--- src/rtl/cnn_pkg.sv ---
// Shared definitions for the CNN accelerator: sequencer states, layer opcodes
// and the fixed DRAM region bases.
package cnn_pkg;

    typedef enum logic [2:0] {
        S_IDLE     = 3'd0,
        S_HDR      = 3'd1,
        S_HDR_WAIT = 3'd2,
        S_LD_PROG  = 3'd3,
        S_START    = 3'd4,
        S_RUN      = 3'd5,
        S_DONE     = 3'd6
    } state_t;

    // Layer opcodes double as engine ids; ENG_INV has no engine behind it.
    localparam logic [1:0] ENG_CONV = 2'd0;
    localparam logic [1:0] ENG_POOL = 2'd1;
    localparam logic [1:0] ENG_FC   = 2'd2;
    localparam logic [1:0] ENG_INV  = 2'd3;

    // DRAM memory map.
    localparam int IFMAP_BASE = 0;
    localparam int PARAM_BASE = 65536;
    localparam int OFMAP_BASE = 131072;
    localparam int PROG_BASE  = 196608;

endpackage

--- src/rtl/dram_port_mux.sv ---
// Combinational selector that routes one engine's DRAM request slice onto the
// shared port. Everything is zero unless a grant is active.
module dram_port_mux #(
    parameter int DATA_WIDTH = 32,
    parameter int ADDR_WIDTH = 18,
    parameter int NUM_ENG    = 3,
    parameter int GW         = 2
) (
    input  logic                          grant_vld_i,
    input  logic [GW-1:0]                 grant_i,
    input  logic [NUM_ENG*ADDR_WIDTH-1:0] addr_rd_i,
    input  logic [NUM_ENG*ADDR_WIDTH-1:0] addr_wr_i,
    input  logic [NUM_ENG*DATA_WIDTH-1:0] data_wr_i,
    input  logic [NUM_ENG-1:0]            en_rd_i,
    input  logic [NUM_ENG-1:0]            en_wr_i,
    output logic [ADDR_WIDTH-1:0]         addr_rd_o,
    output logic [ADDR_WIDTH-1:0]         addr_wr_o,
    output logic [DATA_WIDTH-1:0]         data_wr_o,
    output logic                          en_rd_o,
    output logic                          en_wr_o
);

    // Pick the granted engine's slice; non-granted engines never reach the port.
    always_comb begin
        addr_rd_o = '0;
        addr_wr_o = '0;
        data_wr_o = '0;
        en_rd_o   = 1'b0;
        en_wr_o   = 1'b0;
        for (int k = 0; k < NUM_ENG; k++) begin
            if (grant_vld_i && (grant_i == GW'(k))) begin
                addr_rd_o = addr_rd_i[k*ADDR_WIDTH +: ADDR_WIDTH];
                addr_wr_o = addr_wr_i[k*ADDR_WIDTH +: ADDR_WIDTH];
                data_wr_o = data_wr_i[k*DATA_WIDTH +: DATA_WIDTH];
                en_rd_o   = en_rd_i[k];
                en_wr_o   = en_wr_i[k];
            end
        end
    end

endmodule

--- src/rtl/layer_sched.sv ---
// Layer sequencer: fetches the layer program from DRAM, then starts each
// listed engine in turn and lends it the shared DRAM port until it finishes.
// Engine handshake: eng_enable is a one-cycle start pulse; the engine owns the
// DRAM port until it returns a one-cycle eng_done pulse.
module layer_sched #(
    parameter int DATA_WIDTH = 32,
    parameter int ADDR_WIDTH = 18,
    parameter int NUM_ENG    = 3,
    parameter int MAX_LAYERS = 8,
    parameter int PROG_BASE  = 196608,
    parameter int TMO_WIDTH  = 20
) (
    input  logic                          clk,
    input  logic                          srstn,
    input  logic                          start,
    input  logic [DATA_WIDTH-1:0]         dram_data_in,
    output logic [ADDR_WIDTH-1:0]         dram_addr_rd,
    output logic [ADDR_WIDTH-1:0]         dram_addr_wr,
    output logic [DATA_WIDTH-1:0]         dram_data_wr,
    output logic                          dram_en_rd,
    output logic                          dram_en_wr,
    output logic [NUM_ENG-1:0]            eng_enable,
    input  logic [NUM_ENG-1:0]            eng_done,
    input  logic [NUM_ENG*ADDR_WIDTH-1:0] eng_addr_in,
    input  logic [NUM_ENG*ADDR_WIDTH-1:0] eng_addr_out,
    input  logic [NUM_ENG*DATA_WIDTH-1:0] eng_data_out,
    input  logic [NUM_ENG-1:0]            eng_en_rd,
    input  logic [NUM_ENG-1:0]            eng_en_wr,
    output logic                          busy,
    output logic [2:0]                    cur_layer,
    output logic                          done,
    output logic                          err,
    output logic [2:0]                    dbg_state
);

    import cnn_pkg::*;

    localparam logic [3:0]           MAX_L4    = 4'(MAX_LAYERS);
    localparam logic [TMO_WIDTH-1:0] WDOG_LAST = ~TMO_WIDTH'(1);

    state_t               state_q, state_d;
    logic [3:0]           num_q, num_d;
    logic [3:0]           rd_cnt_q, rd_cnt_d;
    logic [2:0]           cur_q, cur_d;
    logic [TMO_WIDTH-1:0] wdog_q, wdog_d;
    logic                 err_q, err_d;
    logic [1:0]           prog_q [MAX_LAYERS];

    logic                  prog_we;
    logic [3:0]            ld_idx;
    logic [1:0]            cur_op;
    logic                  grant_vld;
    logic [ADDR_WIDTH-1:0] rd_addr;
    logic                  rd_en;
    logic [ADDR_WIDTH-1:0] mux_addr_rd;
    logic                  mux_en_rd;
    logic                  unused_data;

    assign unused_data = ^dram_data_in[DATA_WIDTH-1:4];
    assign cur_op      = prog_q[cur_q];
    assign ld_idx      = rd_cnt_q - 4'd2;

    // Next-state logic, program-load reads and per-state outputs.
    always_comb begin
        state_d    = state_q;
        num_d      = num_q;
        rd_cnt_d   = rd_cnt_q;
        cur_d      = cur_q;
        wdog_d     = wdog_q;
        err_d      = err_q;
        prog_we    = 1'b0;
        rd_addr    = '0;
        rd_en      = 1'b0;
        grant_vld  = 1'b0;
        eng_enable = '0;
        done       = 1'b0;
        err        = 1'b0;
        case (state_q)
            S_IDLE: begin
                err_d = 1'b0;
                if (start) state_d = S_HDR;
            end
            S_HDR: begin
                rd_addr = ADDR_WIDTH'(PROG_BASE);
                rd_en   = 1'b1;
                state_d = S_HDR_WAIT;
            end
            S_HDR_WAIT: begin
                num_d = dram_data_in[3:0];
                if (dram_data_in[3:0] == 4'd0) begin
                    state_d = S_DONE;
                end else if (dram_data_in[3:0] > MAX_L4) begin
                    err_d   = 1'b1;
                    state_d = S_DONE;
                end else begin
                    rd_cnt_d = 4'd1;
                    state_d  = S_LD_PROG;
                end
            end
            S_LD_PROG: begin
                // Reads run one ahead of captures because of the DRAM latency.
                if (rd_cnt_q <= num_q) begin
                    rd_addr = ADDR_WIDTH'(PROG_BASE) + ADDR_WIDTH'(rd_cnt_q);
                    rd_en   = 1'b1;
                end
                if (rd_cnt_q >= 4'd2) prog_we = 1'b1;
                rd_cnt_d = rd_cnt_q + 4'd1;
                if (rd_cnt_q == num_q + 4'd1) begin
                    cur_d   = 3'd0;
                    state_d = S_START;
                end
            end
            S_START: begin
                wdog_d = '0;
                if (cur_op == ENG_INV) begin
                    err_d   = 1'b1;
                    state_d = S_DONE;
                end else begin
                    eng_enable = NUM_ENG'(1) << cur_op;
                    state_d    = S_RUN;
                end
            end
            S_RUN: begin
                grant_vld = 1'b1;
                wdog_d    = wdog_q + TMO_WIDTH'(1);
                if (eng_done[cur_op]) begin
                    if ({1'b0, cur_q} == num_q - 4'd1) begin
                        state_d = S_DONE;
                    end else begin
                        cur_d   = cur_q + 3'd1;
                        state_d = S_START;
                    end
                end else if (wdog_q == WDOG_LAST) begin
                    err_d   = 1'b1;
                    state_d = S_DONE;
                end
            end
            S_DONE: begin
                done    = 1'b1;
                err     = err_q;
                err_d   = 1'b0;
                state_d = S_IDLE;
            end
            default: state_d = S_IDLE;
        endcase
    end

    // State, counters and program register file.
    always_ff @(posedge clk) begin
        if (!srstn) begin
            state_q  <= S_IDLE;
            num_q    <= '0;
            rd_cnt_q <= '0;
            cur_q    <= '0;
            wdog_q   <= '0;
            err_q    <= 1'b0;
            for (int i = 0; i < MAX_LAYERS; i++) prog_q[i] <= '0;
        end else begin
            state_q  <= state_d;
            num_q    <= num_d;
            rd_cnt_q <= rd_cnt_d;
            cur_q    <= cur_d;
            wdog_q   <= wdog_d;
            err_q    <= err_d;
            if (prog_we) prog_q[ld_idx[2:0]] <= dram_data_in[1:0];
        end
    end

    dram_port_mux #(
        .DATA_WIDTH (DATA_WIDTH),
        .ADDR_WIDTH (ADDR_WIDTH),
        .NUM_ENG    (NUM_ENG),
        .GW         (2)
    ) u_mux (
        .grant_vld_i (grant_vld),
        .grant_i     (cur_op),
        .addr_rd_i   (eng_addr_in),
        .addr_wr_i   (eng_addr_out),
        .data_wr_i   (eng_data_out),
        .en_rd_i     (eng_en_rd),
        .en_wr_i     (eng_en_wr),
        .addr_rd_o   (mux_addr_rd),
        .addr_wr_o   (dram_addr_wr),
        .data_wr_o   (dram_data_wr),
        .en_rd_o     (mux_en_rd),
        .en_wr_o     (dram_en_wr)
    );

    assign dram_addr_rd = grant_vld ? mux_addr_rd : rd_addr;
    assign dram_en_rd   = grant_vld ? mux_en_rd : rd_en;
    assign busy         = (state_q != S_IDLE);
    assign cur_layer    = cur_q;
    assign dbg_state    = state_q;

endmodule

--- config.mk ---
export PLATFORM = sky130hd
export DESIGN_NAME = layer_sched
export DESIGN_NICKNAME = d
export VERILOG_FILES = /design/src/rtl/cnn_pkg.sv /design/src/rtl/dram_port_mux.sv /design/src/rtl/layer_sched.sv
export SDC_FILE = /design/constraint.sdc
export NUM_CORES = 1
export LEC_CHECK = 0
export ABC_AREA = 1
export CAP_MARGIN = 20
export CORE_AREA = 2 2 127 129
export CTS_CLUSTER_SIZE = 14
export DETAILED_ROUTE_END_ITERATION = 8
export DIE_AREA = 0 0 129 131
export PLACE_DENSITY = 0.72
export SLEW_MARGIN = 25
export SYNTH_ARGS = -nofsm -noshare
export SYNTH_HDL_FRONTEND = slang
export SYNTH_HIERARCHICAL = 1
export SYNTH_SLANG_ARGS = --single-unit
--- constraint.sdc ---
create_clock -name clk -period 3.2 [get_ports clk]
set_input_delay 0.32 -clock clk [delete_from_list [all_inputs] [get_ports clk]]
set_output_delay 0.32 -clock clk [all_outputs]
set_load 0.005 [all_outputs]
After elaboration in Yosys (flattened, before gate mapping). Memory sizes are Yosys's and may differ from the RTL's. A register that Yosys moved wholly into a read port is not among the register bits. Cells that the tools add are included.

Register bits after elaboration: 35. RAM bits: 16. Output and inout bits: 82. Memories kept: 1.

Memories: prog_q (depth 8, bits a word 2, read ports 1, clocked after memory_dff 1, wr ports 8, line layer_sched.sv:47) `logic [1:0] prog_q [MAX_LAYERS];`.

Add/subtract/negate cells: 7. Order comparisons: 4. Equal/unequal tests: 23. Shifts and indexed selects: 1. Muxes and demuxes: 62. Reductions and logical operators: 17.

Operators with widths (count): 2-to-1 mux 18 bit (8); 2-to-1 mux 32 bit (3); 2-to-1 mux 3 bit (14); case mux 20 bit (2 select lines) (1); case mux 18 bit (2 select lines) (1); 2-to-1 mux 1 bit (24); adder 20 x 1 -> 20 bit (second input constant) (1); == test 20 bit (second input constant) (1); != test 2 bit (second input constant) (10); adder 17 x 5 -> 18 bit (first input constant) (1); case mux 3 bit (6 select lines) (1); == test 3 bit (second input constant) (3); adder 4 x 1 -> 4 bit (second input constant) (2); 2-to-1 mux 4 bit (2); case mux 4 bit (2 select lines) (1); == test 3 x 2 -> 1 bit (second input constant) (2); 2-to-1 mux 2 bit (3); case mux 3 bit (2 select lines) (1); AND reduction 3 bit (2); AND reduction 6 bit (1); nonzero test 2 bit (3); == test 2 bit (second input constant) (2); == test 3 x 4 -> 1 bit (1); == test 4 bit (1); 22 further kinds (25).

Depth between registers and ports, before layout. Gate-level depths: netlist of the first run.

Word-level depth: 8. Gate-level depth with buffers: 15. Mapped depth without buffers: 13.

Hierarchy. The synthesis of the first run kept the hierarchy.

Modules (own cells, without submodules): layer_sched (instances 1, cells an instance 476, area an instance 3286.9 µm², seq. area each 1241.2 µm²); dram_port_mux (instances 1, cells an instance 343, area an instance 1964.4 µm², seq. area each 0.0 µm²).

Least setup slack after synthesis of the first run. OpenSTA, ideal clock, no wires.

Path kind: reg-to-output. From: register state_q[2], in the netlist dbg_state[2]. To: output port dram_addr_rd[10]. Arrival time: 1.827 ns. Data required time: 2.880 ns. Setup slack: 1.053 ns. Cell stages (with the launch flop): 13. Path buffers: 4. Path through: dfxtp_1 inv_2 nor2_4 inv_2 nor2_2 buf_4 buf_2 buf_4 buf_2 nand4_1 nand3_1 inv_1 nor2_1.

Word-level cells in the longest chain between the ends: 7.

RTL lines: from (decl) (line layer_sched.sv:41) `state_t state_q, state_d;`; from (signal assigned) (line layer_sched.sv:159) `state_q <= state_d;`; == test 3 bit (*) (line layer_sched.sv:78) `case (state_q)`; 2-to-1 mux 1 bit (*) (line layer_sched.sv:78); via grant_vld (line layer_sched.sv:52) `logic grant_vld;`; logical AND 1 bit (line dram_port_mux.sv:31) `if (grant_vld_i && (grant_i == GW'(k))) begin`; 2-to-1 mux 18 bit (2 in series) (line dram_port_mux.sv:31); 2-to-1 mux 18 bit (*) (line dram_port_mux.sv:31); via mux_addr_rd[10] (line layer_sched.sv:55) `logic [ADDR_WIDTH-1:0] mux_addr_rd;`; 2-to-1 mux 18 bit (*) (line layer_sched.sv:189) `assign dram_addr_rd = grant_vld ? mux_addr_rd : rd_addr;`; to (decl) (line layer_sched.sv:17) `output logic [ADDR_WIDTH-1:0] dram_addr_rd,`.

Mark *: on every way through the listed nets, which the timed path passes. The rest lies on a longest branch.

Worst setup path after layout of the first run.
From: register num_q[2]. To: output port dram_addr_rd[16].

Word-level cells in the longest chain between the ends: 4.

RTL lines: from (decl) (line layer_sched.sv:42) `logic [3:0] num_q, num_d;`; from (signal assigned) (line layer_sched.sv:160) `num_q <= num_d;`; <= comparator 4 bit (line layer_sched.sv:102) `if (rd_cnt_q <= num_q) begin`; 2-to-1 mux 18 bit (line layer_sched.sv:102); case mux 18 bit (2 select lines) (line layer_sched.sv:78); 2-to-1 mux 18 bit (line layer_sched.sv:189).

Every way passes these cells.

==> results of run 1 <==
==> Yosys cell counts, types with 7 or more instances <==
cell      number
nor2_1        75
buf_6         10
dfxtp_1       38
inv_1         73
nand2_1      110
nand4_1      147
nand3_1      162
o21ai_0       18
buf_2         49
xor2_1         7
a21oi_1       30
edfxtp_1      16
nor3_1        14
ha_1          11
==> cell families (layout without fill, tap and decap cells) <==
group                    after synthesis  after routing  synth area share, %
buffers and inverters                149            415                 13.6
adder cells (fa/ha/maj)               11             11                 2.62
flip-flops                            54             54                 23.6
XOR/XNOR                              12             12                 2.00
other                                  0              2                    0
AND/OR/NAND/NOR                      527            527                 50.8
AO/OA/AOI/OAI                         66             66                 7.29
==> sequential cells by signal, indices dropped and copies added (netlist names), named ones only <==
name and flops:
err_q 1, prog_q 16, rd_cnt_q 4, num_q 4
cur_layer 3, wdog_q 20, dbg_state 3
==> metrics by stage <==
| step | setup slack [ns] | cell area [µm²] | power [mW] | std cells |
|---|---|---|---|---|
| floorplan | 1.05 | 5250 | 1.36 | 819 |
| global placement | 0.303 | 8390 | 1.89 | 1287 |
| detailed placement | 0.311 | 8390 | 1.91 | 1287 |
| CTS | 0.0839 | 8560 | 2.52 | 1295 |
| global route | 0.0314 | 8660 | 2.68 | 1303 |
| finish | 0.174 | 8660 | 2.53 | 1303 |
==> worst min-delay path, stage by stage (launching register included) <==
cell,delay (ns)
dfxtp_1,0.30
inv_1,0.06
a21oi_1,0.06
==> cell type report <==
class / instances / area share, %
antenna: 2 / 0.0578
clock buffer: 5 / 1.44
clock inverter: 3 / 0.462
inverter: 80 / 3.55
multi-input combinational: 616 / 38.2
sequential: 54 / 14.4
tap: 216 / 3.12
timing repair buffer: 327 / 38.8
==> power groups by stage <==
| stage | Clock, mW | Sequential [mW] | Combinational (mW) |
|---|---|---|---|
| 3_5_place_dp | 0 | 0.824 | 1.08 |
| 3_3_place_gp | 0 | 0.822 | 1.07 |
| 6_report | 0.619 | 0.810 | 1.11 |
| 4_1_cts | 0.620 | 0.809 | 1.09 |
| 5_1_grt | 0.654 | 0.818 | 1.21 |
| 2_1_floorplan | 0 | 0.805 | 0.556 |
==> repair_timing <==
action,4_1_cts,5_1_grt
setup buffers,0,4
cloned,0,2
pin swaps,0,1
resized for setup,1,8
endpoints found under the setup margin,7,33
hold buffers,0,0
==> how the worst max path moves through the flow <==
| stage | end | depth (start not counted) | start |
|---|---|---|---|
| 2_1_floorplan | dram_addr_rd[10] | 12 | dbg_state[2]$_SDFFE_PN0P_ |
| 3_3_place_gp | dram_addr_rd[2] | 12 | flop |
| 3_5_place_dp | dram_addr_rd[2] | 12 | flop |
| 4_1_cts | dram_addr_rd[4] | 12 | flop |
| 5_1_grt | dram_data_wr[14] | 9 | dbg_state[2]$_SDFFE_PN0P_ |
| 6_report | dram_addr_rd[16] | 10 | num_q[2]$_SDFFE_PN0P_ |
==> routing by layer <==
layer	vias up	part of all wire, %	routed length, µm
met1	3215	42	9860
met5	-	0	0
met2	244	48	11100
li1	3450	-	-
met4	0	2.6	612
met3	43	7.1	1650
==> flow_metrics.tcl, run 1 <==
set metrics [dict create \
    root_buffer "clkbuf_16" \
    yosys_warnings 6 \
    reg2reg_from "dbg_state[2]$_SDFFE_PN0P_" \
    end_kind "primary output" \
    antenna_found_initial 3 \
    fin_tns_setup_ns 0 \
    holdWs_ns 0.457 \
    syn_nets 1078 \
    hp-start "err_q$_SDFFE_PN0P_" \
    rows 46 \
    core_mm2 0.0156 \
    reg2reg_to "dbg_state[1]$_SDFFE_PN0P_" \
    cp_slowest_cell "clkdlybuf4s50_1" \
    p_leak_nw 3.26 \
    gp_congestion 0.883 \
    drv_cap 0 \
    cp_max_fo 5 \
    crit_type "reg2out" \
    mostFrequentLayoutCell "clkdlybuf4s50_1" \
    p_int_mw 1.67 \
    period_share_pct 94.6 \
    status "finished clean" \
    grt_pass1_wl_mm 34.2 \
    p_sw_share_pct 34.3 \
    final_max_slew_viol_count 0 \
    port_buffers 301 \
    drt-vias-per-instance 5.34 \
    layout_common_cells "301 x clkdlybuf4s50_1, 162 x nand3_1, 147 x nand4_1" \
    ys_ff_latch 54 \
    crit_chain "inv_1 > ha_1 > nand2_1 > inv_1 > o21ai_0 > a32oi_1 > nand2_1 > nand3_1 > nand2_1 > clkdlybuf4s50_1" \
    ios 330 \
    place_hpwl_mm 17.3 \
    synthTopCellsByArea "nand4_1 18%, nand3_1 15%, dfxtp_1 14%" \
    grt_busiest_layer "met2" \
    synth_edf_count 16 \
    numClockSinks 54 \
    grtUsageMet1_pct 32.5 \
    clkTransAtPathRegs_ns 0.07 \
    area_delta_synth_final_pct 65.0 \
    async_reset_ff_share_pct 0 \
    clkPwrFrac_pct 24.4 \
    wirelength_mm 23.3 \
    synth_top_area_share_pct 17.5 \
    min_delay_path_depth 2 \
    fin_nets 1343 \
    cp_slowest_stage_delay_ns 0.48 \
    register_area_mm2 0.00124 \
    seq_power_share_pct 32.0 \
    grt_overflow_total 0 \
    die_area_mm2 0.0169 \
    path_delay_family "buffers and inverters" \
    cp.buffers_inverters 3 \
    cp_common_cell "nand2_1" \
    vdd_drop_max_v 0.000342 \
    die-height_um 131 \
    use_met2_pct 43.1 \
    dr.pass1.iters 5 \
    htree_levels 2 \
    rsz0062_at_grt "false" \
    drc 0 \
    netlist_area_mm2 0.00525 \
    tightest_slew_ns 0.540 \
    die_x_um 129 \
    r2r.worst_path.cells 12 \
    cts_tree "built" \
    drtAntennaViolNets 0 \
    fill_cells 1517 \
    fmax_ghz 0.330 \
    start_kind "flop" \
    clock_latency_ns 0.30 \
    hold_end "err_q$_SDFFE_PN0P_" \
    skew_ns 0.00643 \
    hold_class "reg2reg" \
    synth_cell_types 41 \
    multi_input_area_mm2 0.00331 \
    grt_max_degree 85 \
    period_minus_slack_ns 3.03 \
    arrival_ns 2.71 \
    slew_headroom_pct 64.0 \
    netlist_instances 819 \
    grt_util_all_layers_pct 25.4 \
    post_drt_wl_per_cell_um 17.9 \
    p_comb_share_pct 43.6 \
    switching_power_uw 868 \
    use_met3_pct 5.29 \
    synth_area_per_cell_um2 6.41 \
    hold_violations 0 \
    setup_violations 0 \
    drt_iter0_drc 486 \
    synth_flop_cell "dfxtp_1" \
    cellPowerDensity_mw_per_mm2 293 \
    grt_pass1_vias 6241 \
    cts_buffer_depth 2 \
    via_count 6952 \
    yosys.area.top_type "nand4_1" \
    ys_seq_area_share_pct 23.6 \
    required_ns 2.88 \
    start_util_pct 33.7 \
    final_util_pct 55.5 \
    regToRegSetupSlack_ns 0.93 \
    drive_gt1_share_pct 5.62 \
    cts_buffers 5 \
]
Note: power is estimated with default switching activity, not from simulation.
==> run 2: changes to the inputs <==
--- a/config.mk
+++ b/config.mk
@@ -7,10 +7,10 @@
 export LEC_CHECK = 0
 export ABC_AREA = 1
 export CAP_MARGIN = 20
-export CORE_AREA = 2 2 127 129
+export CORE_AREA = 3 3 128 130
 export CTS_CLUSTER_SIZE = 14
 export DETAILED_ROUTE_END_ITERATION = 8
-export DIE_AREA = 0 0 129 131
+export DIE_AREA = 0 0 131 133
 export PLACE_DENSITY = 0.72
 export SLEW_MARGIN = 25
 export SYNTH_ARGS = -nofsm -noshare
==> run 2 against run 1 <==
  * Clock skew grew 0.0045 ns
  * Count of clock-buffer cells in the layout unchanged
  * Maximum frequency is 0.94% higher
  * Combinational power hardly changed
  * Sequential cell count unchanged
  * First-iteration DRC count fell by 12%
  * Sequential share of layout area hardly changed
  * Non-clock buffer count shrank 3
  * Critical endpoint is now dram_addr_rd[1]
  * Highest routed layer unchanged
==> flow_metrics.tcl, run 2 (synthesized netlist as in run 1, its figures left out) <==
set metrics [dict create \
    port_buffers 301 \
    clkTransAtPathRegs_ns 0.07 \
    final_util_pct 56.8 \
    cts_tree "built" \
    start_util_pct 34.4 \
    via_count 6944 \
    setup_violations 0 \
    skew_ns 0.0109 \
    cp_max_fo 24 \
    cellPowerDensity_mw_per_mm2 296 \
    ios 330 \
    status "finished clean" \
    fmax_ghz 0.334 \
    post_drt_wl_per_cell_um 18.2 \
    hold_end "err_q$_SDFFE_PN0P_" \
    core_mm2 0.0153 \
    tightest_slew_ns 0.505 \
    die_area_mm2 0.0174 \
    rows 45 \
    regToRegSetupSlack_ns 1.11 \
    dr.pass1.iters 5 \
    end_kind "primary output" \
    r2r.worst_path.cells 11 \
    vdd_drop_max_v 0.000316 \
    cts_buffers 5 \
    finalPower_mw 2.56 \
    mostFrequentLayoutCell "clkdlybuf4s50_1" \
    slew_headroom_pct 66.3 \
    hold_class "reg2reg" \
    period_minus_slack_ns 3.00 \
    grt_pass1_wl_mm 34.3 \
    drtAntennaViolNets 0 \
    holdBufCountCts 0 \
    rsz0062_at_grt "false" \
    die_x_um 131 \
    grt_util_all_layers_pct 24.5 \
    cts_buffer_depth 2 \
    grt_max_degree 123 \
    min_delay_path_depth 2 \
    fill_cells 1437 \
    wirelength_mm 23.6 \
    die-height_um 133 \
    fin_tns_setup_ns 0 \
    htree_levels 2 \
    clock_latency_ns 0.30 \
    drive_gt1_share_pct 5.54 \
    area_delta_synth_final_pct 64.9 \
    numClockSinks 54 \
    top_register "wdog_q" \
    crit_type "reg2out" \
    reg_top3 "wdog_q x20, prog_q x16" \
    period_share_pct 93.7 \
    drt_iter0_drc 429 \
    drc 0 \
    start_kind "flop" \
    hold_violations 0 \
    hp-start "err_q$_SDFFE_PN0P_" \
    required_ns 2.88 \
    p_leak_nw 3.24 \
    antenna_found_initial 3 \
    place_hpwl_mm 17.8 \
    arrival_ns 2.68 \
    layout_common_cells "301 x clkdlybuf4s50_1, 162 x nand3_1, 147 x nand4_1" \
    fin_nets 1341 \
    gp_congestion 0.894 \
    grt_pass1_vias 6172 \
    final_max_slew_viol_count 0 \
    largest_reg_flops 20 \
    grt_overflow_total 0 \
    root_buffer "clkbuf_16" \
    drv_cap 0 \
    drt-vias-per-instance 5.35 \
]
==> run 2: through the flow <==
step           setup WS (ns)  cell area (µm²)  std cells  hold WS, ns
6_report               0.202             8660       1297        0.454
3_3_place_gp           0.311             8360       1281        0.444
4_1_cts               0.0883             8540       1289        0.457
5_1_grt               0.0191             8660       1297        0.482
3_5_place_dp           0.301             8360       1281        0.447
2_1_floorplan           1.05             5250        819        0.432
==> run 2: what timing repair did <==
item                       CTS  global route
setup buffers                0             3
gates resized for setup      2            10
setup endpoints to repair    4            29
cloned                       0             2
pin swaps                    0             1
==> run 2: how the worst max path moves through the flow <==
stage                         startpoint               end  slack, ns  cells past startpoint
6_report                            flop   dram_addr_rd[1]       0.20                     12
5_1_grt                             flop   dram_addr_rd[1]       0.02                     12
4_1_cts                             flop  dram_addr_rd[11]       0.09                     13
3_5_place_dp                        flop  dram_addr_rd[11]       0.30                     12
3_3_place_gp                        flop  dram_addr_rd[11]       0.31                     12
2_1_floorplan  dbg_state[2]$_SDFFE_PN0P_  dram_addr_rd[10]       1.05                     12
==> run 2: worst max-delay path, cell delays in order (launching register included) <==
cell and delay (ns):
dfxtp_1 0.39, inv_1 0.12, nor2_1 0.14, o21ai_1 0.09
nand2_1 0.06, nand2_1 0.08, nand2_4 0.17, buf_4 0.33
nand4_1 0.14, nand3_1 0.11, nand2_1 0.08, o31ai_1 0.11
clkdlybuf4s50_1 0.57
==> run 2: routing by layer <==
| metal | up-vias | share of wire (%) | GRT usage, % |
|---|---|---|---|
| li1 | 3455 | - | - |
| met1 | 3177 | 40 | 29.8 |
| met2 | 252 | 48 | 40.5 |
| met3 | 60 | 7.5 | 4.84 |
| met4 | 0 | 4.9 | 12.2 |
| met5 | - | 0 | 0 |
==> run 2: area by class of cell <==
cell class,count,area [µm²],area share (%)
Tap cell,211,264,3.05
Multi-Input combinational cell,617,3320,38.4
Clock inverter,3,43.8,0.506
Antenna cell,3,7.51,0.0867
Inverter,80,309,3.57
Sequential cell,54,1240,14.3
Clock buffer,5,125,1.44
Timing Repair Buffer,324,3340,38.6
==> run 2: where the power goes <==
part | internal (mW) | switching [mW] | total (mW)
logic | 0.561 | 0.559 | 1.12
clock network | 0.371 | 0.263 | 0.634
registers | 0.751 | 0.0549 | 0.806
total | 1.68 | 0.877 | 2.56
==> run 3: changes to the inputs <==
--- a/config.mk
+++ b/config.mk
@@ -7,10 +7,10 @@
 export LEC_CHECK = 0
 export ABC_AREA = 1
 export CAP_MARGIN = 20
-export CORE_AREA = 3 3 128 130
+export CORE_AREA = 2 2 127 129
 export CTS_CLUSTER_SIZE = 14
 export DETAILED_ROUTE_END_ITERATION = 8
-export DIE_AREA = 0 0 131 133
+export DIE_AREA = 0 0 129 131
 export PLACE_DENSITY = 0.72
 export SLEW_MARGIN = 25
 export SYNTH_ARGS = -nofsm -noshare
==> results of run 3 <==
The final DEF is identical to that of run 1; final timing and power are the same.
